## config.mk

```make
export PLATFORM = sky130hd
export DESIGN_NAME = uart_tx_sequencer
export DESIGN_NICKNAME = d
export VERILOG_FILES = /design/src/rtl/uart_pkg.sv /design/src/rtl/pulse_generator.sv /design/src/rtl/uart_tx_sequencer.sv
export SDC_FILE = /design/constraint.sdc
export NUM_CORES = 1
export LEC_CHECK = 0
export ABC_AREA = 1
export CORE_ASPECT_RATIO = 0.9
export CORE_MARGIN = 8
export CORE_UTILIZATION = 59
export DETAILED_ROUTE_END_ITERATION = 8
export PLACE_DENSITY = 0.94
export SYNTH_ARGS = -nofsm -noshare
export SYNTH_HDL_FRONTEND = slang
export SYNTH_HIERARCHICAL = 1
export SYNTH_SLANG_ARGS = --single-unit
```

## constraint.sdc

```tcl
create_clock -name clk -period 1.8 [get_ports clk]
set_input_delay 0.45 -clock clk [delete_from_list [all_inputs] [get_ports clk]]
set_output_delay 0.45 -clock clk [all_outputs]
set_load 0.1 [all_outputs]
```

## src/rtl/uart_pkg.sv

```systemverilog
// Shared UART definitions: transmitter state encoding and parity-mode constants.
package uart_pkg;

  typedef enum logic [2:0] {
    ST_IDLE,
    ST_START,
    ST_DATA,
    ST_PARITY,
    ST_STOP
  } uart_state_e;

  localparam int PARITY_NONE = 0;
  localparam int PARITY_ODD  = 1;
  localparam int PARITY_EVEN = 2;

endpackage

```

## src/rtl/pulse_generator.sv

```systemverilog
// Free-running interval timer: emits a one-cycle registered pulse every INTERVAL clocks after reset release.
module pulse_generator #(
  parameter int INTERVAL = 16
) (
  input  logic clk,
  input  logic rst,
  output logic pulse
);

  localparam int CNT_W = (INTERVAL > 2) ? $clog2(INTERVAL) : 1;
  localparam logic [CNT_W-1:0] CNT_LAST = CNT_W'(INTERVAL - 1);
  localparam logic [CNT_W-1:0] CNT_PRE  = CNT_W'(INTERVAL - 2);

  logic [CNT_W-1:0] cnt_q, cnt_d;
  logic             pulse_q, pulse_d;

  // Pulse is registered one count early so it lines up with the last count of each interval.
  always_comb begin
    cnt_d   = (cnt_q == CNT_LAST) ? '0 : cnt_q + CNT_W'(1);
    pulse_d = (cnt_q == CNT_PRE);
  end

  always_ff @(posedge clk or posedge rst) begin
    if (rst) begin
      cnt_q   <= '0;
      pulse_q <= 1'b0;
    end else begin
      cnt_q   <= cnt_d;
      pulse_q <= pulse_d;
    end
  end

  assign pulse = pulse_q;

endmodule

```

## src/rtl/uart_tx_sequencer.sv

```systemverilog
// UART transmitter: accepts a word on valid/ready and serialises start, data (LSB first),
// optional parity and stop bits, each held for CLKS_PER_BIT clocks.
module uart_tx_sequencer #(
  parameter int CLKS_PER_BIT = 16,
  parameter int DATA_BITS    = 8,
  parameter int PARITY       = 0,
  parameter int STOP_BITS    = 1
) (
  input  logic                 clk,
  input  logic                 rst,
  input  logic [DATA_BITS-1:0] data,
  input  logic                 valid,
  output logic                 ready,
  output logic                 tx,
  output logic                 busy
);

  import uart_pkg::*;

  localparam int BC_W = $clog2(DATA_BITS + 1);
  localparam logic [BC_W-1:0] BIT_LAST  = BC_W'(DATA_BITS - 1);
  localparam logic            STOP_LAST = 1'(STOP_BITS - 1);

  uart_state_e          state_q, state_d;
  logic [DATA_BITS-1:0] shift_q, shift_d;
  logic [BC_W-1:0]      bitCnt_q, bitCnt_d;
  logic                 stopCnt_q, stopCnt_d;
  logic                 parity_q, parity_d;
  logic                 tx_q, tx_d;
  logic                 ready_q, ready_d;
  logic                 busy_q, busy_d;
  logic                 tick;
  logic                 tickRst;

  // Holding the timer in reset while idle phase-aligns every start bit to its acceptance edge.
  assign tickRst = rst || (state_q == ST_IDLE);

  pulse_generator #(
    .INTERVAL(CLKS_PER_BIT)
  ) u_baud (
    .clk  (clk),
    .rst  (tickRst),
    .pulse(tick)
  );

  always_ff @(posedge clk or posedge rst) begin
    if (rst) begin
      state_q   <= ST_IDLE;
      shift_q   <= '0;
      bitCnt_q  <= '0;
      stopCnt_q <= 1'b0;
      parity_q  <= 1'b0;
      tx_q      <= 1'b1;
      ready_q   <= 1'b0;
      busy_q    <= 1'b0;
    end else begin
      state_q   <= state_d;
      shift_q   <= shift_d;
      bitCnt_q  <= bitCnt_d;
      stopCnt_q <= stopCnt_d;
      parity_q  <= parity_d;
      tx_q      <= tx_d;
      ready_q   <= ready_d;
      busy_q    <= busy_d;
    end
  end

  // Outputs are computed one cycle ahead so tx/ready/busy come straight from flops.
  always_comb begin
    state_d   = state_q;
    shift_d   = shift_q;
    bitCnt_d  = bitCnt_q;
    stopCnt_d = stopCnt_q;
    parity_d  = parity_q;
    tx_d      = tx_q;
    ready_d   = ready_q;
    busy_d    = busy_q;

    unique case (state_q)
      ST_IDLE: begin
        tx_d    = 1'b1;
        ready_d = 1'b1;
        busy_d  = 1'b0;
        if (valid && ready_q) begin
          state_d  = ST_START;
          shift_d  = data;
          parity_d = (^data) ^ (PARITY == PARITY_ODD);
          tx_d     = 1'b0;
          ready_d  = 1'b0;
          busy_d   = 1'b1;
        end
      end

      ST_START: begin
        if (tick) begin
          state_d  = ST_DATA;
          tx_d     = shift_q[0];
          shift_d  = shift_q >> 1;
          bitCnt_d = '0;
        end
      end

      ST_DATA: begin
        if (tick) begin
          if (bitCnt_q == BIT_LAST) begin
            bitCnt_d = '0;
            if (PARITY != PARITY_NONE) begin
              state_d = ST_PARITY;
              tx_d    = parity_q;
            end else begin
              state_d   = ST_STOP;
              tx_d      = 1'b1;
              stopCnt_d = 1'b0;
            end
          end else begin
            bitCnt_d = bitCnt_q + BC_W'(1);
            tx_d     = shift_q[0];
            shift_d  = shift_q >> 1;
          end
        end
      end

      ST_PARITY: begin
        if (tick) begin
          state_d   = ST_STOP;
          tx_d      = 1'b1;
          stopCnt_d = 1'b0;
        end
      end

      ST_STOP: begin
        if (tick) begin
          if (stopCnt_q == STOP_LAST) begin
            state_d = ST_IDLE;
            tx_d    = 1'b1;
            ready_d = 1'b1;
            busy_d  = 1'b0;
          end else begin
            stopCnt_d = stopCnt_q + 1'b1;
          end
        end
      end

      default: state_d = ST_IDLE;
    endcase
  end

  assign tx    = tx_q;
  assign ready = ready_q;
  assign busy  = busy_q;

endmodule

```

* After elaboration in Yosys (flattened, before gate mapping) *
Cells that the tools add are included.
W data, S select, Z words.

storage, ports and cells
  logic and storage cells = 78
  output and inout bits = 3
  register bits after elaboration = 24
  input port bits = 11

operators by class
  equality and inequality tests = 15
  reduce and logical (&&, ||, !) cells = 14
  mux-type cells = 37
  $add $sub $neg = 3

operator list
  operator               number
  $mux W8                4
  $pmux W8 S3            1
  $mux W3                7
  $mux W4                4
  $mux W1                15
  $pmux W3 S5            1
  $ne A2 B1 Y1 const B   5
  $reduce_and A5 Y1      2
  $add A4 B1 Y4 const B  2
  $eq A4 B4 Y1 const B   2
  $pmux W4 S2            1
  $reduce_and A7 Y1      1
  $eq A3 B2 Y1 const B   2
  $ne A2 B2 Y1 const B   3
  $reduce_and A3 Y1      2
  $reduce_and A6 Y1      1
  $reduce_bool A3 Y1     2
  $pmux W1 S5            1
  $reduce_bool A5 Y1     1
  $eq A4 B3 Y1 const B   1
  $pmux W1 S2            2
  $reduce_bool A2 Y1     2
  $eq A3 B1 Y1 const B   1
  $eq A3 B3 Y1 const B   1
  other kinds (5)        5

* Logic depth before layout (Yosys ltp) *
Gate-level depths: netlist of run 1.

  depth in word-level cells = 4
  gate-level depth with buffers = 8
  mapped depth without buffers = 8

* Cells and area by module *
The synthesis of run 1 kept the hierarchy.

modules (own cells, without submodules)
  module             area each (µm²)  times used  cells an instance  sequential area each (µm²)
  uart_tx_sequencer  1047.3           1           152                451.7
  pulse_generator    231.5            1           26                 125.1

* Least setup slack after synthesis of run 1 *
No wires, ideal clock.

  path type = reg2reg
  start = register ready_q (netlist: ready)
  end = register state_q[1]
  setup slack = 137 ps
  required time = 1683 ps
  path buffers = 0
  cell stages (with the launch flop) = 8
  period minus slack after synthesis = 1663 ps
  arrival = 1546 ps
  setup time = 117 ps
  cells stage by stage = dfrtp_1 -> nand2_1 -> inv_1 -> nor2_1 -> nor2_1 -> nand3_1 -> nand2_1 -> nand2_1

on the way
  word-level cells in the longest chain between the ends = 3

RTL lines
  what                         line                     source
  from (decl)                  uart_tx_sequencer.sv:30  logic ready_q, ready_d;
  from (signal assigned)       uart_tx_sequencer.sv:63  ready_q <= ready_d;
  $logic_and A1 B1 Y1          uart_tx_sequencer.sv:84  if (valid && ready_q) begin
  $ne A2 B1 Y1 (no line)       -
  $reduce_and A7 Y1 (no line)  -
  to (signal assigned)         uart_tx_sequencer.sv:57  state_q <= state_d;
  to (decl)                    uart_tx_sequencer.sv:24  uart_state_e state_q, state_d;

Every way passes these cells.
A chain may end at the register's enable or synchronous reset.

* Worst setup path in the final report of run 1 *
  start = register bitCnt_q[1]
  end = register state_q[1]

on the way
  word-level cells in the longest chain between the ends = 3

RTL lines
  what                         line                      source
  from (decl)                  uart_tx_sequencer.sv:26   logic [BC_W-1:0] bitCnt_q, bitCnt_d;
  from (signal assigned)       uart_tx_sequencer.sv:59   bitCnt_q <= bitCnt_d;
  $eq A4 B3 Y1                 uart_tx_sequencer.sv:105  if (bitCnt_q == BIT_LAST) begin
  $ne A2 B2 Y1 (no line)       -
  $reduce_and A7 Y1 (no line)  -

Every way passes these cells.

==> results by group, run 1 <==
Timing
  – Unrepaired setup endpoints after global routing: no
  – Tcrit/Tclk final: 0.8759
  – FMAX: approximately 0.63 GHz
  – Slew of the pin with the lowest slew margin: between 0.3 and 0.4 ns
  – Clock Skews: roughly 0.0085 ns
  – Tmin final: between 1.5 and 2 ns
  – Slew margin rel.: 0.7936
  – Final WS setup: 0.2234 ns
  – Fin. max-slew vios: 0
  – Setup violators final: 0
  – Final hold viol count: 0
  – Fin Setup TNS: 0 ns

Setup path
  – Reg2Reg Setup Slack: 0.22 ns
  – Crit Path Category: reg2reg
  – Req. time, crit path: roughly 2 ns
  – Cells on worst reg2reg path: 8
  – Worst path slowest cell: dfrtp_1
  – Crit end category: register
  – Data arrival time of the critical path: roughly 1.8 ns
  – CP Launch Type: register
  – Crit-path max cell delay: 0.40 ns
  – R2r endpoint: state_q[1]$_DFFE_PP0P_
  – Crit path max fanout: 4
  – R2R Path Start: bitCnt_q[1]$_DFFE_PP0P_
  – Buf/Inv on CP: 0
  – Worst path cell trace: ha_1 -> nand2_1 -> nor2_1 -> nor2_1 -> nor2_1 -> nand3_1 -> nand2_1 -> nand2_1
  – Family with the most delay on the worst path: simple AND/OR/NAND/NOR gates

GRT
  – Overall Global Routing Usage: 0.1427
  – Number of global-route vias before repair: ~1,100
  – Largest net degree at the start of global routing: 14
  – Initial antenna violation count: 0
  – First-pass GRT wire length: approximately 4400 um
  – Gr ovfl total: 0

Floorplanning
  – Rows: 16
  – Core Box Area: about 0.0021 mm^2
  – Ports: 14
  – Chip width: ~65 um
  – Die ar.: between 0.003 and 0.004 mm^2
  – Chip height: around 60 um
  – Initial Util: 0.6026

Clock network
  – Clock Sinks: 23
  – Max Root-Sink Buffers: 2
  – CTS root buf: clkbuf_4
  – Clock latency on the worst-skew pair: 0.31 ns
  – Post-CTS setup buffer count: 0
  – Num CTS Buffers: 3
  – Clock transition at path regs: 0.12 ns
  – CTS tree: yes
  – Post-cts resize count: 0
  – H-tree depth: 1
  – Post-CTS Hold Buffers: 0

Drt
  – WL met3: roughly 110 um
  – Drt pass-1 iters: 4
  – Post-Route WL: between 2000 and 3000 um
  – Routed vias/inst: between 5 and 6
  – Antenna Nets Post-Route: 0
  – Highest metal used: met4
  – Vias: about 1,100
  – Initial DRC Count: 64
  – DRC viols: 0
  – M1 WL: roughly 1100 um
  – Met2 WL: 1322 um
  – DR WL/cell: around 12 um

Layout
  – Fin nets: 210
  – Multi-input gate area: ~600 um^2
  – Area Overhead vs Synth: 16.93%
  – FF/Latch Area: just under 600 um^2
  – Post-route cell area: roughly 0.0015 mm^2
  – Most common cell after layout, fill and taps aside: nand2_1
  – # fillers: between 150 and 200
  – Most frequent cells in the layout: 76 x nand2_1, 25 x inv_1, 22 x dfrtp_1
  – Antenna diode count: 0
  – Final core occ: 0.7046
  – Share of cells above drive strength 1: 0.1026

Hold path
  – Min-Delay Path Class: in2async

Power and ir drop
  – Leakage dissipation: 0.8688 nW
  – Pwr Density: 1522 mW/mm^2
  – Pwr Total: between 0.002 and 0.0025 W
  – VDD IR max: between 1 and 1.5 mV

Yosys
  – Mapped Cells: around 180
  – Synth cell types: 24
  – Synth Net Count: between 150 and 200
  – Mapped cell area: 0.001279 mm^2
  – Mean Syn Cell Area: between 7 and 8 um^2
  – Sequential share of the synthesized area: 0.4511
  – Synthesis Warnings: 6
  – Seq cells post-synth: 23

Place
  – Pre-CTS WS: 0.1568 ns
  – Detailed placement HPWL: between 2000 and 2500 um
  – IO buf count: 13
  – RD Place Congestion: 0.9283
  – Cell area after placement: 0.001469 mm^2

Run status
  – Status: completed

Run
  – Maxcap violations: 0
-- area by class of cell --
| type | count | share of cell area |
|---|---|---|
| Clock buffer | 4 | 0.01757 |
| Inverter | 28 | 0.07029 |
| Multi-Input combinational cell | 126 | 0.3916 |
| Sequential cell | 23 | 0.3858 |
| Tap cell | 27 | 0.02259 |
| Timing Repair Buffer | 14 | 0.1121 |
-- cells by family (layout without fill, tap and decap cells) --
logic type,count (synthesis),count (layout),synth area share
and+or+nand+nor,111,111,0.3748
buffers and inverters,29,46,0.09100
DFF,23,23,0.4511
AOI/OAI and AO/OA,11,11,0.04697
adders and majority gates,3,3,0.02936
xor gates and xnor gates,1,1,0.006851
-- per-stage QoR --
step,hold WS [ns],std cells
finish,0.3466,222
global route,0.3769,222
CTS,0.3526,222
detailed placement,0.4530,218
global placement,0.4241,218
floorplan,0.3551,178
-- how the worst max path moves through the flow --
stage	endpoint	cells past startpoint	startpoint
after floorplan	state_q[1]$_DFFE_PP0P_	7	ready$_DFFE_PP0P_
final	state_q[1]$_DFFE_PP0P_	8	bitCnt_q[1]$_DFFE_PP0P_
after global placement	shift_q[5]$_DFFE_PP0P_	9	valid
after CTS	state_q[1]$_DFFE_PP0P_	8	bitCnt_q[0]$_DFFE_PP0P_
after global routing	state_q[1]$_DFFE_PP0P_	8	bitCnt_q[0]$_DFFE_PP0P_
after detailed placement	shift_q[1]$_DFFE_PP0P_	8	valid
-- layer usage --
metal  vias up  GRT usage
met4         0    0.03727
met3         2    0.04494
met1       529     0.1619
li1        575          -
met5         -          0
met2        23     0.2535
-- flip-flops by register name, summed over array words and instances (netlist names) --
signal	cells
bitCnt_q	4
busy	1
ready	1
shift_q	8
state_q	3
tx	1
u_baud/cnt_q	4
u_baud/pulse	1
-- cell usage after synthesis --
cell / instances / area share
nand2_2: 5 / 0.024
xor2_1: 1 / 0.0069
nand2_4: 1 / 0.0088
o211ai_1: 1 / 0.0059
nand3_1: 8 / 0.031
dfstp_2: 1 / 0.021
nand2_1: 76 / 0.22
o21ai_0: 3 / 0.012
o21ai_1: 2 / 0.0078
nand3b_1: 1 / 0.0059
nor3_1: 1 / 0.0039
buf_6: 1 / 0.0088
o21bai_1: 1 / 0.0059
dfrtp_1: 22 / 0.43
a21oi_1: 4 / 0.016
inv_2: 2 / 0.0059
ha_1: 3 / 0.029
nand4_1: 2 / 0.0098
nor2_2: 1 / 0.0049
nor2_1: 13 / 0.038
inv_1: 25 / 0.073
clkinv_1: 1 / 0.0029
nand3_2: 2 / 0.016
nor2_4: 1 / 0.0088
-- power by group --
group | switching (W) | internal, W | leakage, nW | total (W)
registers | 0.000121 | 0.000676 | 0.297 | 0.000797
logic | 0.000834 | 0.000411 | 0.557 | 0.00124
clock network | 0.000148 | 0.0000865 | 0.0150 | 0.000234
Power figures use the tool's default switching activity.
==> run 2: changes to the inputs <==
- MAX_ROUTING_LAYER: unset -> met4
==> run 2 against run 1 <==
Against the previous run: sequential cell count did not move; clock power barely moved; fmax fell by 0.32%; sequential power barely moved; clock skew fell by 0.0030 ns; die area did not move; register-to-register slack barely moved; utilization did not move; count of clock-buffer cells in the layout did not move; cell area did not move; critical endpoint unchanged; highest routed layer unchanged.
==> results by group, run 2 (synthesis results as in run 1) <==
Setup path
  – R2R Path Start: bitCnt_q[1]$_DFFE_PP0P_
  – R2r endpoint: state_q[1]$_DFFE_PP0P_
  – Crit end category: register
  – Req. time, crit path: 2.01 ns (about the same)
  – Crit Path Category: reg2reg
  – Data arrival time of the critical path: 1.79 ns (about the same)
  – Cells on worst reg2reg path: 8 (unchanged)
  – CP Launch Type: register
  – Crit path max fanout: 4 (unchanged)
  – Reg2Reg Setup Slack: 0.22 ns (about the same)

Drt
  – Routed vias/inst: 5.090 (about the same)
  – Drt pass-1 iters: 4 (unchanged)
  – Antenna Nets Post-Route: 0 (unchanged)
  – Initial DRC Count: 63 (-1.6%)
  – DR WL/cell: 11.56 um (-0.43%)
  – Post-Route WL: 2566 um (-0.43%)
  – DRC viols: 0 (unchanged)
  – Vias: 1,130 (+0.089%)

Clock network
  – Post-CTS setup buffer count: 0 (unchanged)
  – Post-cts resize count: 0 (unchanged)
  – Max Root-Sink Buffers: 2 (unchanged)
  – Post-CTS Hold Buffers: 0 (unchanged)
  – Clock latency on the worst-skew pair: 0.31 ns (about the same)
  – CTS tree: yes
  – H-tree depth: 1 (unchanged)
  – Clock Sinks: 23 (unchanged)
  – Num CTS Buffers: 3 (unchanged)
  – CTS root buf: clkbuf_4
  – Clock transition at path regs: 0.12 ns (about the same)

Layout
  – Fin nets: 210 (unchanged)
  – Area Overhead vs Synth: 16.93% (unchanged)
  – Largest Register: shift_q
  – Most frequent cells in the layout: 76 x nand2_1, 25 x inv_1, 22 x dfrtp_1
  – Most common cell after layout, fill and taps aside: nand2_1
  – Share of cells above drive strength 1: 0.1026 (unchanged)
  – Max reg flops: 8 (unchanged)
  – Antenna diode count: 0 (unchanged)
  – Post-route cell area: 0.001495 mm^2 (unchanged)
  – Top Registers: shift_q x8, bitCnt_q x4, u_baud/cnt_q x4

Timing
  – Setup violators final: 0 (unchanged)
  – Unrepaired setup endpoints after global routing: no
  – Clock Skews: 0.005500 ns (-0.002961 ns)
  – Slew margin rel.: 0.7937 (about the same)
  – Fin. max-slew vios: 0 (unchanged)
  – Slew of the pin with the lowest slew margin: 0.3095 ns (-0.0001271 ns)
  – Fin Setup TNS: 0 ns (unchanged)
  – Final hold viol count: 0 (unchanged)
  – Tmin final: 1.582 ns (+0.005003 ns)
  – FMAX: 0.6323 GHz (-0.32%)
  – Tcrit/Tclk final: 0.8787 (+0.002779)

GRT
  – Number of global-route vias before repair: 1,075 (unchanged)
  – First-pass GRT wire length: 4436 um (unchanged)
  – M1 GR Usage: 0.1641 (+0.002217)
  – GR met2 Demand/Resource: 0.2535 (unchanged)
  – GRT busiest layer: met2
  – Gr ovfl total: 0 (unchanged)
  – Initial antenna violation count: 0 (unchanged)
  – M3 GR Usage: 0.04120 (-0.003745)
  – Overall Global Routing Usage: 0.1465 (+0.003766)
  – Largest net degree at the start of global routing: 14 (unchanged)

Floorplanning
  – Ports: 14 (unchanged)
  – Core Box Area: 0.002122 mm^2 (unchanged)
  – Die ar.: 0.003915 mm^2 (unchanged)
  – Rows: 16 (unchanged)
  – Chip width: 65.07 um (unchanged)
  – Initial Util: 0.6026 (unchanged)
  – Chip height: 60.17 um (unchanged)

Power and ir drop
  – Leakage dissipation: 0.8688 nW (unchanged)
  – VDD IR max: 1.179 mV (about the same)
  – Pwr Density: 1520 mW/mm^2 (-0.14%)

Place
  – IO buf count: 13 (unchanged)
  – Detailed placement HPWL: 2050 um (unchanged)
  – Cell area after placement: 0.001469 mm^2 (unchanged)
  – RD Place Congestion: 0.9447 (+1.8%)

Run status
  – Status: completed

Hold path
  – Min-Delay Path Class: in2async

Run
  – Maxcap violations: 0 (unchanged)
## run 2: cell counts in the layout (fill, tap and decap cells not counted)
Identical to the previous run, type by type.
## run 2: how the worst max path moves through the flow
| stage | to | cells past startpoint | from |
|---|---|---|---|
| 6_report | state_q[1]$_DFFE_PP0P_ | 8 | bitCnt_q[1]$_DFFE_PP0P_ |
| 5_1_grt | state_q[1]$_DFFE_PP0P_ | 8 | bitCnt_q[0]$_DFFE_PP0P_ |
| 4_1_cts | state_q[1]$_DFFE_PP0P_ | 8 | bitCnt_q[0]$_DFFE_PP0P_ |
| 3_5_place_dp | shift_q[1]$_DFFE_PP0P_ | 8 | valid |
| 3_3_place_gp | shift_q[5]$_DFFE_PP0P_ | 9 | valid |
| 2_1_floorplan | state_q[1]$_DFFE_PP0P_ | 7 | ready$_DFFE_PP0P_ |
## run 2: report_power, final
| group | internal, W | switching, W |
|---|---|---|
| clock network | 0.0000864 | 0.000145 |
| registers | 0.000676 | 0.000121 |
| logic | 0.000411 | 0.000833 |
## run 2: critical path, stage by stage (launching register included)
cell     delay [ns]
dfrtp_1        0.40
ha_1           0.19
nand2_1        0.09
nor2_1         0.26
nor2_1         0.14
nor2_1         0.19
nand3_1        0.10
nand2_1        0.07
nand2_1        0.05
## run 2: through the flow
step | util | cells | total power (W) | hold WS [ns] | setup WS, ns
5_1_grt | 0.7046 | 222 | 0.002466 | 0.3769 | 0.1119
3_3_place_gp | 0.6922 | 218 | 0.001994 | 0.4241 | 0.1952
6_report | 0.7046 | 222 | 0.002273 | 0.3503 | 0.2184
3_5_place_dp | 0.6922 | 218 | 0.002046 | 0.4530 | 0.1568
4_1_cts | 0.7046 | 222 | 0.002276 | 0.3526 | 0.2404
2_1_floorplan | - | 178 | 0.001733 | 0.3551 | 0.1374
## run 2: per-layer routing
metal	part of all wire	vias up	wire length [um]
met5	0	-	0
met4	0.0039	0	10
met3	0.035	2	91
met2	0.52	22	1325
met1	0.44	530	1139
li1	-	576	-
## run 2: area by class of cell
cell class	count	area, um^2
inverter	28	105.1
fill	169	626.9
clock buffer	4	26.28
sequential	23	576.8
timing repair buffer	14	167.7
tap	27	33.78
multi-input combinational	126	585.6
==> RTL edit, RTL diff (config.mk and constraints of run 2) <==
Compare `bitCnt_q` against `BIT_LAST` with >= in place of ==.
--- a/src/rtl/uart_tx_sequencer.sv
+++ b/src/rtl/uart_tx_sequencer.sv
@@ -102,7 +102,7 @@
 
       ST_DATA: begin
         if (tick) begin
-          if (bitCnt_q == BIT_LAST) begin
+          if (bitCnt_q >= BIT_LAST) begin
             bitCnt_d = '0;
             if (PARITY != PARITY_NONE) begin
               state_d = ST_PARITY;
Check against the original RTL: same outputs for any inputs over 10 cycles, from zero or initial values and one cycle with rst high; that may be too few to reach the edited logic, so the function may still have changed.
==> RTL edit against run 2 <==
Synthesized area up 1.7%; largest cell class unchanged; final area grew 2.8%; highest routed layer unchanged; critical path type is now register to output port; total power increased by 8.3%; wire length increased by 8.3%; global-route usage rose by 1.7 points; sequential share of layout area fell by 1.0 points; register-to-register slack improved by 150 ps; sequential cell count did not move; clock power grew 6%; setup slack improved by 58 ps.
==> RTL edit: results (changes against run 2) <==
drt_iter0_drc: 77  # +22%
yosys-top-cells-area: "dfrtp_1, nand2_1, nand3_1"
crit_family: "flip-flops"
place.gp.congestion: 0.9264  # -1.9%
cp.arrival_ps: 1070  # -720 ps
syn_nets: 183  # -4.7%
slew_headroom: 0.7371  # -0.05659
cp_max_fo: 2  # -2
dp_hpwl_um: 2061  # +0.54%
drive_gt1_frac: 0.1383  # +0.03573
slowest_stage: "dfstp_2"
fillers: 162  # -4.1%
r2r_cells: 7  # -1
slowest_delay_ps: 580  # +180 ps
synthXorXnorAreaFrac: 0.006737  # -0.0001121
synth.distinct_cells: 21  # -13%
critical_path.endpoint: "tx"
irDropWorstVdd_mv: 1.047  # -11%
yosysSeqAreaShare: 0.4437  # -0.007380
post-place-ws_ps: 119.3  # -37.45 ps
ff2ff_setup_slack_ps: 370  # +150 ps
p_leak_nw: 0.8301  # -4.5%
grt_pass1_wl_um: 4885  # +10%
via_per_inst: 5.335  # +4.8%
status: "finished clean"
fin_crit_sh: 0.8464  # -0.03228
r2r_start: "state_q[2]"
grt.total_usage: 0.1638  # +0.01727
yosys.area_share.adder: 0.02887  # -0.0004803
grt_pass1_vias: 1083  # +0.74%
path_class: "register to output port"
-- RTL edit: stage by stage --
step / hold WS [ps] / area [um^2] / std cells
3_5_place_dp: 474.1 / 1509 / 211
3_3_place_gp: 456.6 / 1509 / 211
6_report: 412.8 / 1536 / 215
4_1_cts: 425.2 / 1536 / 215
5_1_grt: 417.6 / 1536 / 215
2_1_floorplan: 396.2 / 1300 / 169
-- RTL edit: routing by layer --
| metal | vias to the layer above | wire length [um] | GRT usage |
|---|---|---|---|
| li1 | 563 | - | - |
| met1 | 536 | 1150 | 0.1894 |
| met2 | 39 | 1414 | 0.2609 |
| met3 | 9 | 143 | 0.04797 |
| met4 | 0 | 69 | 0.07143 |
| met5 | - | 0 | - |
-- RTL edit: area by class of cell --
cell class	instances	area, um^2	area share
Multi-Input combinational cell	121	629.4	0.4096
Sequential cell	23	576.8	0.3754
Timing Repair Buffer	15	175.2	0.1140
Inverter	25	93.84	0.06108
Tap cell	27	33.78	0.02199
Clock buffer	3	22.52	0.01466
Clock inverter	1	5.005	0.003257
-- RTL edit: worst min path at each step --
stage	startpoint	endpoint	depth (start not counted)
after global placement	shift_q[7]	shift_q[7]	2
after floorplan	rst	bitCnt_q[0]	1
after detailed placement	shift_q[1]	shift_q[1]	2
after CTS	rst	bitCnt_q[3]	3
after global routing	rst	bitCnt_q[3]	3
final	rst	bitCnt_q[3]	3
-- RTL edit: report_power, final --
| group | internal (W) | switching, W |
|---|---|---|
| sequential | 0.000680 | 0.000143 |
| combinational | 0.000463 | 0.000928 |
| clock | 0.0000833 | 0.000164 |
-- RTL edit: cells by family (layout without fill, tap and decap cells) --
group,Yosys count,count (layout)
fa+ha+maj,3,3
xor+xnor,1,1
compound gates,10,10
buf+inv,25,44
flops,23,23
simple gates,107,107
